## config.mk

```make
export PLATFORM = sky130hd
export DESIGN_NAME = xor_share_arbiter_flat
export DESIGN_NICKNAME = d
export VERILOG_FILES = /design/src/rtl/xor_share_arbiter_pkg.sv /design/src/rtl/xor_share_arbiter_if.sv /design/src/rtl/xor_share_arbiter_op_unit.sv /design/src/rtl/xor_share_arbiter.sv /design/src/flat_wrapper.sv
export SDC_FILE = /design/constraint.sdc
export NUM_CORES = 1
export LEC_CHECK = 0
export ABC_AREA = 1
export BUFFER_PORTS_ARGS = -buffer_cell sky130_fd_sc_hd__buf_4
export CAP_MARGIN = 15
export CORE_AREA = 2 2 39 41
export DETAILED_ROUTE_END_ITERATION = 8
export DIE_AREA = 0 0 41 43
export PLACE_DENSITY = 0.79
export SLEW_MARGIN = 10
export SYNTH_ARGS = -nofsm -noshare
export SYNTH_HDL_FRONTEND = slang
export SYNTH_SLANG_ARGS = --single-unit
```

## constraint.sdc

```tcl
create_clock -name clk -period 1.55 [get_ports clk]
set_input_delay 0.0775 -clock clk [delete_from_list [all_inputs] [get_ports clk]]
set_output_delay 0.0775 -clock clk [all_outputs]
set_load 0.02 [all_outputs]
```

## src/rtl/xor_share_arbiter_pkg.sv

```systemverilog
// Shared types and constants for the two-requester XOR/XNOR arbiter.
// XOR_SHARE_STATS_EN (optional) adds per-requester grant counters.
package xor_share_pkg;

    localparam int XS_WIDTH = 4;

    typedef enum logic {
        IDLE = 1'b0,
        RESP = 1'b1
    } state_t;

    typedef logic rr_idx_t;

endpackage

```

## src/rtl/xor_share_arbiter_if.sv

```systemverilog
// Request/response bundle between two requesters, the arbiter and one consumer.
// XOR_SHARE_STATS_EN adds the grant counters to the bundle.
interface xor_share_if #(
    parameter int WIDTH = 4
);
    // Transfer happens on a cycle where valid && ready; valid and payload hold until then.
    logic             req0_valid;
    logic [WIDTH-1:0] req0_a;
    logic [WIDTH-1:0] req0_b;
    logic             req0_inv;
    logic             req0_ready;
    logic             req1_valid;
    logic [WIDTH-1:0] req1_a;
    logic [WIDTH-1:0] req1_b;
    logic             req1_inv;
    logic             req1_ready;
    logic             rsp_valid;
    logic [WIDTH-1:0] rsp_data;
    logic             rsp_id;
    logic             rsp_ready;
`ifdef XOR_SHARE_STATS_EN
    logic [15:0]      grant_cnt0;
    logic [15:0]      grant_cnt1;
`endif

    modport slave (
        input  req0_valid, req0_a, req0_b, req0_inv,
        output req0_ready,
        input  req1_valid, req1_a, req1_b, req1_inv,
        output req1_ready,
        output rsp_valid, rsp_data, rsp_id,
        input  rsp_ready
`ifdef XOR_SHARE_STATS_EN
        , output grant_cnt0, grant_cnt1
`endif
    );

    modport master (
        output req0_valid, req0_a, req0_b, req0_inv,
        input  req0_ready,
        output req1_valid, req1_a, req1_b, req1_inv,
        input  req1_ready,
        input  rsp_valid, rsp_data, rsp_id,
        output rsp_ready
`ifdef XOR_SHARE_STATS_EN
        , input grant_cnt0, grant_cnt1
`endif
    );

endinterface

```

## src/rtl/xor_share_arbiter_op_unit.sv

```systemverilog
// Combinational XOR / XNOR datapath shared by both requesters.
module xor_op_unit #(
    parameter int WIDTH = 4
) (
    input  logic [WIDTH-1:0] a_i,
    input  logic [WIDTH-1:0] b_i,
    input  logic             inv_i,
    output logic [WIDTH-1:0] y_o
);

    assign y_o = inv_i ? ~(a_i ^ b_i) : (a_i ^ b_i);

endmodule

```

## src/rtl/xor_share_arbiter.sv

```systemverilog
// Round-robin arbiter sharing one registered XOR/XNOR unit between two requesters.
// XOR_SHARE_STATS_EN adds 16-bit wrapping grant counters per requester.
module xor_share_arbiter
    import xor_share_pkg::*;
#(
    parameter int WIDTH   = XS_WIDTH,
    parameter bit RR_INIT = 1'b1
) (
    input  logic         clk,
    input  logic         rst,
    xor_share_if.slave   bus,
    output state_t       state_o
);

    state_t           state_q, state_d;
    rr_idx_t          last_grant_q, last_grant_d;
    rr_idx_t          rsp_id_q, rsp_id_d;
    logic [WIDTH-1:0] rsp_data_q, rsp_data_d;

    logic             can_accept;
    logic             gnt_valid;
    rr_idx_t          gnt_id;
    logic             hs;
    logic [WIDTH-1:0] op_a, op_b, op_y;
    logic             op_inv;

    // On a tie the requester that did not win last time goes first.
    always_comb begin
        gnt_valid  = bus.req0_valid | bus.req1_valid;
        gnt_id     = bus.req1_valid;
        if (bus.req0_valid && bus.req1_valid) begin
            gnt_id = ~last_grant_q;
        end
        can_accept = (state_q == IDLE) || bus.rsp_ready;
        hs         = !rst && can_accept && gnt_valid;
    end

    assign op_a   = gnt_id ? bus.req1_a   : bus.req0_a;
    assign op_b   = gnt_id ? bus.req1_b   : bus.req0_b;
    assign op_inv = gnt_id ? bus.req1_inv : bus.req0_inv;

    xor_op_unit #(.WIDTH(WIDTH)) u_op (
        .a_i   (op_a),
        .b_i   (op_b),
        .inv_i (op_inv),
        .y_o   (op_y)
    );

    always_comb begin
        state_d      = state_q;
        last_grant_d = last_grant_q;
        rsp_id_d     = rsp_id_q;
        rsp_data_d   = rsp_data_q;
        case (state_q)
            IDLE: if (hs) state_d = RESP;
            RESP: if (bus.rsp_ready && !hs) state_d = IDLE;
            default: state_d = IDLE;
        endcase
        if (hs) begin
            rsp_data_d   = op_y;
            rsp_id_d     = gnt_id;
            last_grant_d = gnt_id;
        end
    end

    always_ff @(posedge clk) begin
        if (rst) begin
            state_q      <= IDLE;
            last_grant_q <= RR_INIT;
            rsp_id_q     <= 1'b0;
            rsp_data_q   <= '0;
        end else begin
            state_q      <= state_d;
            last_grant_q <= last_grant_d;
            rsp_id_q     <= rsp_id_d;
            rsp_data_q   <= rsp_data_d;
        end
    end

    assign bus.req0_ready = hs && (gnt_id == 1'b0);
    assign bus.req1_ready = hs && (gnt_id == 1'b1);
    assign bus.rsp_valid  = (state_q == RESP);
    assign bus.rsp_data   = rsp_data_q;
    assign bus.rsp_id     = rsp_id_q;
    assign state_o        = state_q;

`ifdef XOR_SHARE_STATS_EN
    logic [15:0] cnt0_q, cnt1_q;

    always_ff @(posedge clk) begin
        if (rst) begin
            cnt0_q <= '0;
            cnt1_q <= '0;
        end else if (hs) begin
            if (gnt_id == 1'b0) cnt0_q <= cnt0_q + 16'd1;
            else                cnt1_q <= cnt1_q + 16'd1;
        end
    end

    assign bus.grant_cnt0 = cnt0_q;
    assign bus.grant_cnt1 = cnt1_q;
`endif

endmodule

```

## src/flat_wrapper.sv

```systemverilog
// flat-port wrapper written by rule: the top's interface ports become plain ports
module xor_share_arbiter_flat import xor_share_pkg::*;
#(
    parameter int WIDTH   = XS_WIDTH,
    parameter bit RR_INIT = 1'b1
)
  (clk, rst, state_o, bus_req0_valid, bus_req0_a, bus_req0_b, bus_req0_inv, bus_req0_ready, bus_req1_valid, bus_req1_a, bus_req1_b, bus_req1_inv, bus_req1_ready, bus_rsp_valid, bus_rsp_data, bus_rsp_id, bus_rsp_ready);
  xor_share_if #(.WIDTH(WIDTH)) bus_i ();
  input  logic clk;
  input  logic rst;
  output state_t state_o;
  input wire logic [$bits(bus_i.req0_valid)-1:0] bus_req0_valid;
  input wire logic [$bits(bus_i.req0_a)-1:0] bus_req0_a;
  input wire logic [$bits(bus_i.req0_b)-1:0] bus_req0_b;
  input wire logic [$bits(bus_i.req0_inv)-1:0] bus_req0_inv;
  output wire logic [$bits(bus_i.req0_ready)-1:0] bus_req0_ready;
  input wire logic [$bits(bus_i.req1_valid)-1:0] bus_req1_valid;
  input wire logic [$bits(bus_i.req1_a)-1:0] bus_req1_a;
  input wire logic [$bits(bus_i.req1_b)-1:0] bus_req1_b;
  input wire logic [$bits(bus_i.req1_inv)-1:0] bus_req1_inv;
  output wire logic [$bits(bus_i.req1_ready)-1:0] bus_req1_ready;
  output wire logic [$bits(bus_i.rsp_valid)-1:0] bus_rsp_valid;
  output wire logic [$bits(bus_i.rsp_data)-1:0] bus_rsp_data;
  output wire logic [$bits(bus_i.rsp_id)-1:0] bus_rsp_id;
  input wire logic [$bits(bus_i.rsp_ready)-1:0] bus_rsp_ready;
  assign bus_i.req0_valid = bus_req0_valid;
  assign bus_i.req0_a = bus_req0_a;
  assign bus_i.req0_b = bus_req0_b;
  assign bus_i.req0_inv = bus_req0_inv;
  assign bus_req0_ready = bus_i.req0_ready;
  assign bus_i.req1_valid = bus_req1_valid;
  assign bus_i.req1_a = bus_req1_a;
  assign bus_i.req1_b = bus_req1_b;
  assign bus_i.req1_inv = bus_req1_inv;
  assign bus_req1_ready = bus_i.req1_ready;
  assign bus_rsp_valid = bus_i.rsp_valid;
  assign bus_rsp_data = bus_i.rsp_data;
  assign bus_rsp_id = bus_i.rsp_id;
  assign bus_i.rsp_ready = bus_rsp_ready;
  xor_share_arbiter #(.WIDTH(WIDTH), .RR_INIT(RR_INIT)) u_core (.clk(clk), .rst(rst), .bus(bus_i), .state_o(state_o));
endmodule
```

==> impl_results.md, run 1 <==
* Fmax achieved at 808 MHz
* Post-synth EDFFs at 0
* Die area at 1760 µm²
* Tightest Pin Transition at 0.164 ns
* CP startpoint kind: flip-flop
* CP endpoint kind: primary output
* Synth Area in Compound Gates at approximately 3.4%
* Synth Area in Adders at 0%
* Largest family of logic cells by synthesized area: simple AND/OR/NAND/NOR gates
* Clock share of power at between 20% and 30%
* Tcrit/Tclk final at 79.8%
* DRT Wirelength at approximately 1200 µm
* Endpoints failing hold at 0
* Kind of critical path: flip-flop to primary output
* Layout area overhead at 46.2%
* Final Max Tran Viols at 0
* RSZ-0062 raised after global routing: no
* H-Tree Depth at 1
* Synthesized cell area at between 500 and 600 µm²
* Seq pwr share at around a third
* Simple-Gate Fraction of Synth Area at between 50 and 60%
* Worst-path clk slew at about 0.050 ns
* Comb pwr share at 38.7%
* Largest net degree at the start of global routing at 10
* Post-synthesis sequential area ratio at about a quarter
* Chip height at 43 µm
* Vias in the first global route at 553
* Starting Density at between 40 and 50%
* Die X at 41 µm
* Placer Congestion at ~0.76
* ANT nets after route at 0
* Worst hold-check path type: input pin to flip-flop
* Share of cells above drive strength 1 at between 30% and 40%
* Gr ovfl total at 0
* Net switching power at 0.206 mW
* FP Rows at 14
* Multi-input logic area at 339 µm²
* Lkg Pwr at ~0.58 nW
* Register area at about 140 µm²
* Post-synthesis mux area share at 0%
* Internal power at 0.409 mW
* # setup viols final at 0
* GRT Resource Usage Total at approximately 16%
* Async S/R FF share, synth at 0%
* Maximum vdd ir drop at 732 µV
* Post-synthesis xor/xnor area fraction at 0%
* Via count at about 700
* Final Util at 62.1%
* Crit-path max FO at 8
* Switching Fraction at 33.5%
* Synth area leader: nand2_1
* First-pass GRT wire length at 2010 µm
* Vias per cell at 4.34
* Commonest cells in the netlist: nand2_1, inv_1, nand3_1
* CTS tree: yes
* Mean post-synth cell area at 5.30 µm²
* Iter 0 DRT Violations at 4
* Top Ports at 32
* HPWL after DPL at roughly 1000 µm
* Ranking of synthesized cells by area: nand2_1, dfxtp_1, inv_1, nand3_1, nand2_4
* P per Cell Area at 715 nW/µm²
* Synth top area share at between 30 and 40%
* Max clock buf depth at 2
* # fillers at roughly 140
* N_diodes at 0
* Clock Skew at 0.00804 ns
* Initial antenna violation count at 0
* CTS resizes at 0
* Final min period at approximately 1.2 ns
* Worst-Skew Late Latency at ~0.25 ns
* Number of CTS-inserted buffers at 3
* Post-route DRC at 0
* Final #Nets at about 170
* Syn Nets at 134
* Slew HR at about nine tenths
* Setup TNS at 0 ns
* Number of sinks on the clock net at 7
* Top FF cell, synth: dfxtp_1
* Required @ worst endpoint at between 1 and 1.5 ns
* Post-CTS Setup Bufs at 0
* DR WL/cell at roughly 7.6 µm
* Most frequent cell after synthesis: nand2_1
* Synth Register Bits at 7
* Core ar. at about 1400 µm²
* Max Cap Violations at 0
* Post-synth cell types at 13
* Root Buffer Master: clkbuf_4
* Arrival @ worst endpoint at around 1.2 ns
* Drt pass-1 iters at 4
* Status: complete, no violations
* Post-Synthesis Cells at around 110
* Number of port buffers at 31
* Yosys warns at 0
* Hold buffers post-CTS at 0
cell usage in the layout, fill, tap and decap left out, drive strengths merged:
| master | count |
|---|---|
| a21oi | 2 |
| buf | 31 |
| clkbuf | 4 |
| dfxtp | 7 |
| inv | 27 |
| nand2 | 58 |
| nand3 | 9 |
| nor2 | 5 |
| o21ai | 2 |
flip-flops by register name (all words and copies together) (netlist names):
signal,cells
u_core.bus.rsp_data,4
u_core.bus.rsp_id,1
u_core.bus.rsp_valid,1
u_core.last_grant_q,1
power groups by stage:
| stage | Clock [mW] | Combinational (mW) | Sequential [mW] |
|---|---|---|---|
| after global placement | 0 | 0.237 | 0.215 |
| after CTS | 0.166 | 0.241 | 0.213 |
| after detailed placement | 0 | 0.240 | 0.216 |
| after global routing | 0.178 | 0.269 | 0.215 |
| after floorplan | 0 | 0.117 | 0.238 |
| final | 0.164 | 0.238 | 0.213 |
path summary, 6_finish.rpt:
check	start	end	slack, ns	depth (start not counted)
worst min register to register	u_core.bus.rsp_id$_SDFFE_PP0P_	u_core.bus.rsp_id$_SDFFE_PP0P_	0.50	2
worst min-delay path	rst	u_core.bus.rsp_valid$_SDFF_PP0_	0.02	2
worst max register to register	u_core.last_grant_q$_SDFFE_PP1P_	u_core.bus.rsp_data[0]$_SDFFE_PP0P_	0.51	9
worst max-delay path	u_core.last_grant_q$_SDFFE_PP1P_	bus_req0_ready	0.31	5
cell families after synthesis:
logic type,count (synthesis)
flip-flops,7
AO/OA/AOI/OAI,4
buffers and inverters,28
AND/OR/NAND/NOR,72
critical path: stages, from the launching register on:
cell	delay, ns
dfxtp_1	0.34
nand2_2	0.08
nand2_4	0.11
inv_2	0.07
nor2_1	0.14
buf_4	0.16
layout make-up:
class / instances / share of cell area, %
multi-input combinational: 76 / 39.4
tap: 16 / 2.33
timing repair buffer: 31 / 27.1
clock buffer: 4 / 3.06
sequential: 7 / 16.3
inverter: 27 / 11.8
stage by stage:
step | cell area (µm²) | hold slack (ns) | cells | setup WS, ns | power, mW
finish | 860 | 0.0228 | 161 | 0.313 | 0.615
global route | 860 | 0.0288 | 161 | 0.226 | 0.662
CTS | 860 | 0.0254 | 161 | 0.308 | 0.620
detailed placement | 833 | 0.292 | 157 | 0.516 | 0.456
global placement | 833 | 0.290 | 157 | 0.539 | 0.452
floorplan | 588 | 0.147 | 111 | 0.414 | 0.355
per-layer routing:
| metal | wire [µm] | GRT usage [%] | part of all wire [%] |
|---|---|---|---|
| met3 | 95 | 6.28 | 7.8 |
| met4 | 5 | 4.00 | 0.41 |
| met5 | 0 | 0 | 0 |
| met2 | 621 | 24.4 | 51 |
| met1 | 498 | 21.1 | 41 |
Note: power is estimated with default switching activity, not from simulation.
==> inputs of run 2 (changes only) <==
CORE_AREA = not set   (was 2 2 39 41)
CORE_MARGIN = 2   (was not set)
CORE_UTILIZATION = 42   (was not set)
DIE_AREA = not set   (was 0 0 41 43)
PLACE_DENSITY = 0.76   (was 0.79)
clock period = 1.2 ns   (was 1.55 ns; I/O delays follow)
==> impl_results.md, run 2 (same netlist as run 1, synthesis figures left out) <==
* Max stage delay on crit path at 0.33 ns (was 0.34 ns)
* # fillers at 129 (was 142)
* Fin cells at 161 (unchanged)
* Tightest Pin Transition at 0.164 ns (about the same)
* Top Ports at 32 (unchanged)
* Worst-path clk slew at 0.05 ns (about the same)
* HPWL after DPL at 1090 µm (was 1040 µm)
* Largest net degree at the start of global routing at 10 (unchanged)
* Leading cell type in the layout, fill and taps excluded: nand2_1 (unchanged)
* Core ar. at 1300 µm² (was 1380 µm²)
* CTS tree: yes (unchanged)
* Final min period at ~1.1 ns
* Worst path cell trace: nand2_2, nand2_4, inv_2, nor2_4, buf_6 (was nand2_2, nand2_4, inv_2, nor2_1, buf_4)
* Crit-path max FO at 5 (was 8)
* Maximum vdd ir drop at 810 µV (was 732 µV)
* CP endpoint kind: primary output (unchanged)
* Reg2Reg Depth at 9 (unchanged)
* GRT Resource Usage Total at 16.7% (was 16.2%)
* Slowest CP cell: dfxtp_2 (was dfxtp_1)
* Max Cap Violations at 0 (unchanged)
* Setup ws final at 0.0690 ns (was 0.313 ns)
* R2r endpoint: u_core.bus.rsp_data[0]$_SDFFE_PP0P_ (unchanged)
* Number of sinks on the clock net at 7 (unchanged)
* Status: complete, no violations (unchanged)
* Number of port buffers at 31 (unchanged)
* # setup viols final at 0 (unchanged)
* N_diodes at 0 (unchanged)
* Final Max Tran Viols at 0 (unchanged)
* Share of cells above drive strength 1 at 32.9% (was 30.3%)
* Endpoints failing hold at 0 (unchanged)
* Initial antenna violation count at 0 (unchanged)
* Fmax achieved at around 880 MHz
* FP Rows at 13 (was 14)
* ANT nets after route at 0 (unchanged)
* Worst min-delay path endpoint: u_core.bus.rsp_valid$_SDFF_PP0_ (unchanged)
* Max clock buf depth at 2 (unchanged)
* Place WS at 0.133 ns (was 0.516 ns)
* Largest register FFs at 4 (unchanged)
* Hold Startpoint: rst (unchanged)
* Setup TNS at 0 ns (unchanged)
* Final #Nets at 170 (was 169)
* Via count at 728 (was 698)
* Drt pass-1 iters at 4 (unchanged)
* Worst-Skew Late Latency at 0.25 ns (about the same)
* Worst R2R Setup Slack at 0.12 ns (was 0.51 ns)
* Starting Density at 45.2% (was 42.5%)
* Reg-to-Reg Start: u_core.last_grant_q$_SDFFE_PP1P_ (unchanged)
* Die area at 1720 µm² (was 1760 µm²)
* First-pass GRT wire length at 2330 µm (was 2010 µm)
* Iter 0 DRT Violations at 15 (was 4)
* Power, Total at 0.810 mW (was 0.615 mW)
* Lkg Pwr at 0.587 nW (was 0.581 nW)
* Number of CTS-inserted buffers at 3 (unchanged)
* Most frequent cells in the layout: nand2_1, buf_4, inv_1, nand3_1, dfxtp_1 (unchanged)
* DR WL/cell at 8.15 µm (was 7.58 µm)
* Tcrit/Tclk final at a little over nine tenths
* CP startpoint kind: flip-flop (unchanged)
* Layout area overhead at 49.8% (was 46.2%)
* WHS at 0.0101 ns (was 0.0228 ns)
* P per Cell Area at 920 nW/µm² (was 715 nW/µm²)
* Hold buffers post-CTS at 0 (unchanged)
* Hold depth at 2 (unchanged)
* Kind of critical path: flip-flop to primary output (unchanged)
* Slew HR at 89.1% (was 89.0%)
* Arrival @ worst endpoint at 1.07 ns (was 1.16 ns)
* Clock Skew at 0.00527 ns (was 0.00804 ns)
* H-Tree Depth at 1 (unchanged)
* Final Util at 67.7% (was 62.1%)
* Placed Area at 832 µm² (was 833 µm²)
* Chip height at 41.4 µm (was 43 µm)
* Vias in the first global route at 633 (was 553)
* Design Area, Final at 881 µm² (was 860 µm²)
* Die X at 41.4 µm (was 41 µm)
* Post-route DRC at 0 (unchanged)
* Placer Congestion at 0.761 (about the same)
* Worst hold-check path type: input pin to flip-flop (unchanged)
* Post-placement cell count at 156 (was 157)
* Gr ovfl total at 0 (unchanged)
* Vias per cell at 4.52 (was 4.34)
* Root Buffer Master: clkbuf_4 (unchanged)
* Required @ worst endpoint at 1.14 ns (was 1.47 ns)
* DRT Wirelength at 1310 µm (was 1220 µm)
==> run 2: worst max-delay path by stage <==
stage / start / end / slack [ns] / depth (start not counted)
4_1_cts: u_core.last_grant_q$_SDFFE_PP1P_ / bus_req0_ready / 0.01 / 5
2_1_floorplan: u_core.bus.rsp_valid$_SDFF_PP0_ / u_core.bus.rsp_id$_SDFFE_PP0P_ / 0.06 / 4
5_1_grt: u_core.last_grant_q$_SDFFE_PP1P_ / bus_req0_ready / -0.002 / 5
6_report: u_core.last_grant_q$_SDFFE_PP1P_ / bus_req0_ready / 0.07 / 5
3_3_place_gp: u_core.last_grant_q$_SDFFE_PP1P_ / u_core.bus.rsp_data[0]$_SDFFE_PP0P_ / 0.17 / 9
3_5_place_dp: u_core.last_grant_q$_SDFFE_PP1P_ / u_core.bus.rsp_data[0]$_SDFFE_PP0P_ / 0.13 / 9
==> run 2: metal layers <==
metal | vias up | global-route usage [%] | wire length [µm]
met4 | 0 | 3.87 | 0
met5 | - | 0 | 0
met2 | 24 | 28.4 | 674
met1 | 315 | 19.8 | 550
li1 | 389 | - | -
met3 | 0 | 6.09 | 87
==> run 2: worst max-delay path, delay by kind of cell (launching register included) <==
kind,cells,cell delay [ns]
DFF,1,0.33
and+or+nand+nor,3,0.30
buffers and inverters,2,0.19
==> run 2: cell type report <==
| class | count | area, µm² | share of cell area, % |
|---|---|---|---|
| Multi-Input combinational cell | 76 | 349 | 39.6 |
| Clock buffer | 4 | 26.3 | 2.98 |
| Timing Repair Buffer | 32 | 244 | 27.7 |
| Inverter | 27 | 101 | 11.5 |
| Sequential cell | 7 | 141 | 16.1 |
| Tap cell | 15 | 18.8 | 2.13 |
==> run 2: what timing repair did <==
item	in CTS	in global routing
setup endpoints to repair	1	1
gates resized for setup	1	4
pin swaps	1	1
buffers inserted	1	0
==> run 2: report_power, final <==
part / internal, mW / leakage [nW] / switching (mW)
Clock: 0.127 / 0.0150 / 0.0882
Combinational: 0.148 / 0.514 / 0.173
Sequential: 0.261 / 0.0583 / 0.0141
==> inputs of run 3 (changes only) <==
CELL_PAD_IN_SITES_DETAIL_PLACEMENT = 1   (was not set)
CELL_PAD_IN_SITES_GLOBAL_PLACEMENT = 2   (was not set)
CORE_UTILIZATION = 19   (was 42)
PLACE_DENSITY = not set   (was 0.76)
PLACE_DENSITY_LB_ADDON = 0.1   (was not set)
==> impl_results.md, run 3 (same netlist as run 1, synthesis figures left out) <==
* Via count at 741 (was 728)
* Setup ws final at 0.0918 ns (was 0.0690 ns)
* CP startpoint: u_core.last_grant_q$_SDFFE_PP1P_ (unchanged)
* Hold depth at 2 (unchanged)
* Starting Density at 19.6% (was 45.2%)
* Net switching power at 0.278 mW (was 0.275 mW)
* Core ar. at 3000 µm² (was 1300 µm²)
* Hold buffers post-CTS at 0 (unchanged)
* Initial antenna violation count at 0 (unchanged)
* Crit-path max FO at 5 (unchanged)
* CP startpoint kind: flip-flop (unchanged)
* Vias per cell at 4.14 (was 4.52)
* Final Max Tran Viols at 0 (unchanged)
* ANT nets after route at 0 (unchanged)
* Post-route DRC at 0 (unchanged)
* Fmax achieved at 902 MHz (was 884 MHz)
* CTS tree: yes (unchanged)
* Final min period at 1.11 ns (was 1.13 ns)
* Kind of critical path: flip-flop to primary output (unchanged)
* Hold Startpoint: rst (unchanged)
* HPWL after DPL at 1390 µm (was 1090 µm)
* Final #Nets at 170 (unchanged)
* Die X at 59.6 µm (was 41.4 µm)
* Iter 0 DRT Violations at 7 (was 15)
* Maximum vdd ir drop at 454 µV (was 810 µV)
* Layout area overhead at 53.6% (was 49.8%)
* Worst path cell trace: nand2_2, nand2_4, inv_2, nor2_4, buf_6 (unchanged)
* Endpoints failing hold at 0 (unchanged)
* FP Rows at 20 (was 13)
* R2r endpoint: u_core.bus.rsp_data[2]$_SDFFE_PP0P_ (was u_core.bus.rsp_data[0]$_SDFFE_PP0P_)
* Reg-to-Reg Start: u_core.last_grant_q$_SDFFE_PP1P_ (unchanged)
* Gr busiest metal: met2 (unchanged)
* Leading cell type in the layout, fill and taps excluded: nand2_1 (unchanged)
* CP top delay family: flip-flops (unchanged)
* Status: complete, no violations (unchanged)
* Post-placement cell count at 174 (was 156)
* Placer Congestion at 0.739 (was 0.761)
* DRT Wirelength at 1560 µm (was 1310 µm)
* GRT met3 Usage at 3.93% (was 6.09%)
* Chip height at 59.6 µm (was 41.4 µm)
* Number of port buffers at 31 (unchanged)
* Tightest Pin Transition at 0.160 ns (was 0.164 ns)
* Internal power at 0.535 mW (about the same)
* Slowest CP cell: dfxtp_2 (unchanged)
* Slew HR at 89.3% (was 89.1%)
* Worst hold-check path type: input pin to flip-flop (unchanged)
* Required @ worst endpoint at 1.14 ns (about the same)
* CP endpoint kind: primary output (unchanged)
* M2 GR Usage at 16.5% (was 28.4%)
* Arrival @ worst endpoint at 1.05 ns (was 1.07 ns)
* Largest register FFs at 4 (unchanged)
* Worst min-delay path endpoint: u_core.bus.rsp_valid$_SDFF_PP0_ (unchanged)
* # fillers at 395 (was 129)
* Number of CTS-inserted buffers at 3 (unchanged)
* H-Tree Depth at 1 (unchanged)
* Worst-path clk slew at 0.05 ns (about the same)
* Gr ovfl total at 0 (unchanged)
* GRT Resource Usage Total at 9.52% (was 16.7%)
* Cell count along the critical path at 5 (unchanged)
* Tcrit/Tclk final at 92.3% (was 94.2%)
* Number of sinks on the clock net at 7 (unchanged)
* Die area at 3560 µm² (was 1720 µm²)
* Clock Skew at 0.00435 ns (was 0.00527 ns)
* Max stage delay on crit path at 0.33 ns (about the same)
* # setup viols final at 0 (unchanged)
* Top Ports at 32 (unchanged)
* Share of cells above drive strength 1 at 32.9% (unchanged)
* Worst R2R Setup Slack at 0.13 ns (was 0.12 ns)
* Most frequent cells in the layout: nand2_1, buf_4, inv_1, nand3_1, dfxtp_1 (unchanged)
* Worst-Skew Late Latency at 0.25 ns (about the same)
* RSZ-0062 raised after global routing: no
* Setup TNS at 0 ns (unchanged)
* P per Cell Area at 900 nW/µm² (was 920 nW/µm²)
* Clock share of power at 26.4% (was 26.6%)
* N_diodes at 0 (unchanged)
* Vias in the first global route at 669 (was 633)
* Comb pwr share at 39.7% (was 39.5%)
* Fin cells at 179 (was 161)
* DR WL/cell at 8.73 µm (was 8.15 µm)
* Place WS at 0.103 ns (was 0.133 ns)
* Met1 GRT Util at 11.4% (was 19.8%)
* Max clock buf depth at 2 (unchanged)
* Lkg Pwr at 0.588 nW (was 0.587 nW)
* Seq pwr share at 33.8% (was 33.9%)
* Largest net degree at the start of global routing at 10 (unchanged)
* Max Cap Violations at 0 (unchanged)
* Critical path buffers and inverters at 2 (unchanged)
* Switching Fraction at 34.2% (was 33.9%)
* First-pass GRT wire length at 2590 µm (was 2330 µm)
* Reg2Reg Depth at 9 (unchanged)
* Drt pass-1 iters at 3 (was 4)
* Root Buffer Master: clkbuf_4 (unchanged)
* Final Util at 30.1% (was 67.7%)
-- run 3: cell counts in the layout (fill, tap and decap cells not counted) --
No cell type changed its count.
-- run 3: how the worst max path moves through the flow --
stage	to	slack, ns
3_3_place_gp	u_core.bus.rsp_data[2]$_SDFFE_PP0P_	0.13
3_5_place_dp	u_core.bus.rsp_data[2]$_SDFFE_PP0P_	0.10
5_1_grt	bus_req1_ready	0.006
4_1_cts	bus_req0_ready	0.009
2_1_floorplan	u_core.bus.rsp_id$_SDFFE_PP0P_	0.06
6_report	bus_req0_ready	0.09
-- run 3: power by group through the flow --
stage                     registers [mW]  clock network [mW]  logic (mW)
after floorplan                    0.307                   0       0.152
after global placement             0.279                   0       0.319
after detailed placement           0.279                   0       0.321
after CTS                          0.275               0.227       0.327
after global routing               0.280               0.249       0.363
final                              0.275               0.215       0.323
-- run 3: through the flow --
step	power, mW	hold slack, ns	area, µm²
detailed placement	0.600	0.278	855
finish	0.813	0.0115	903
floorplan	0.459	0.129	588
global route	0.892	0.00462	903
global placement	0.598	0.277	855
CTS	0.829	0.00845	891
-- run 3: repair_timing --
item,CTS,global route
gates resized for setup,1,4
setup endpoints to repair,1,2
pin swaps,1,0
buffers inserted,1,0
-- run 3: final cells by class --
type / count / area (µm²) / share of cell area (%)
Multi-Input combinational cell: 76 / 349 / 38.6
Timing Repair Buffer: 32 / 244 / 27.0
Sequential cell: 7 / 141 / 15.7
Inverter: 27 / 101 / 11.2
Tap cell: 33 / 41.3 / 4.57
Clock buffer: 4 / 26.3 / 2.91
-- run 3: routing by layer --
layer	wire length [µm]	part of all wire [%]	vias to the layer above
met5	0	0	-
met4	0	0	0
met3	112	7.2	0
met2	785	50	19
met1	666	43	332
li1	-	-	390
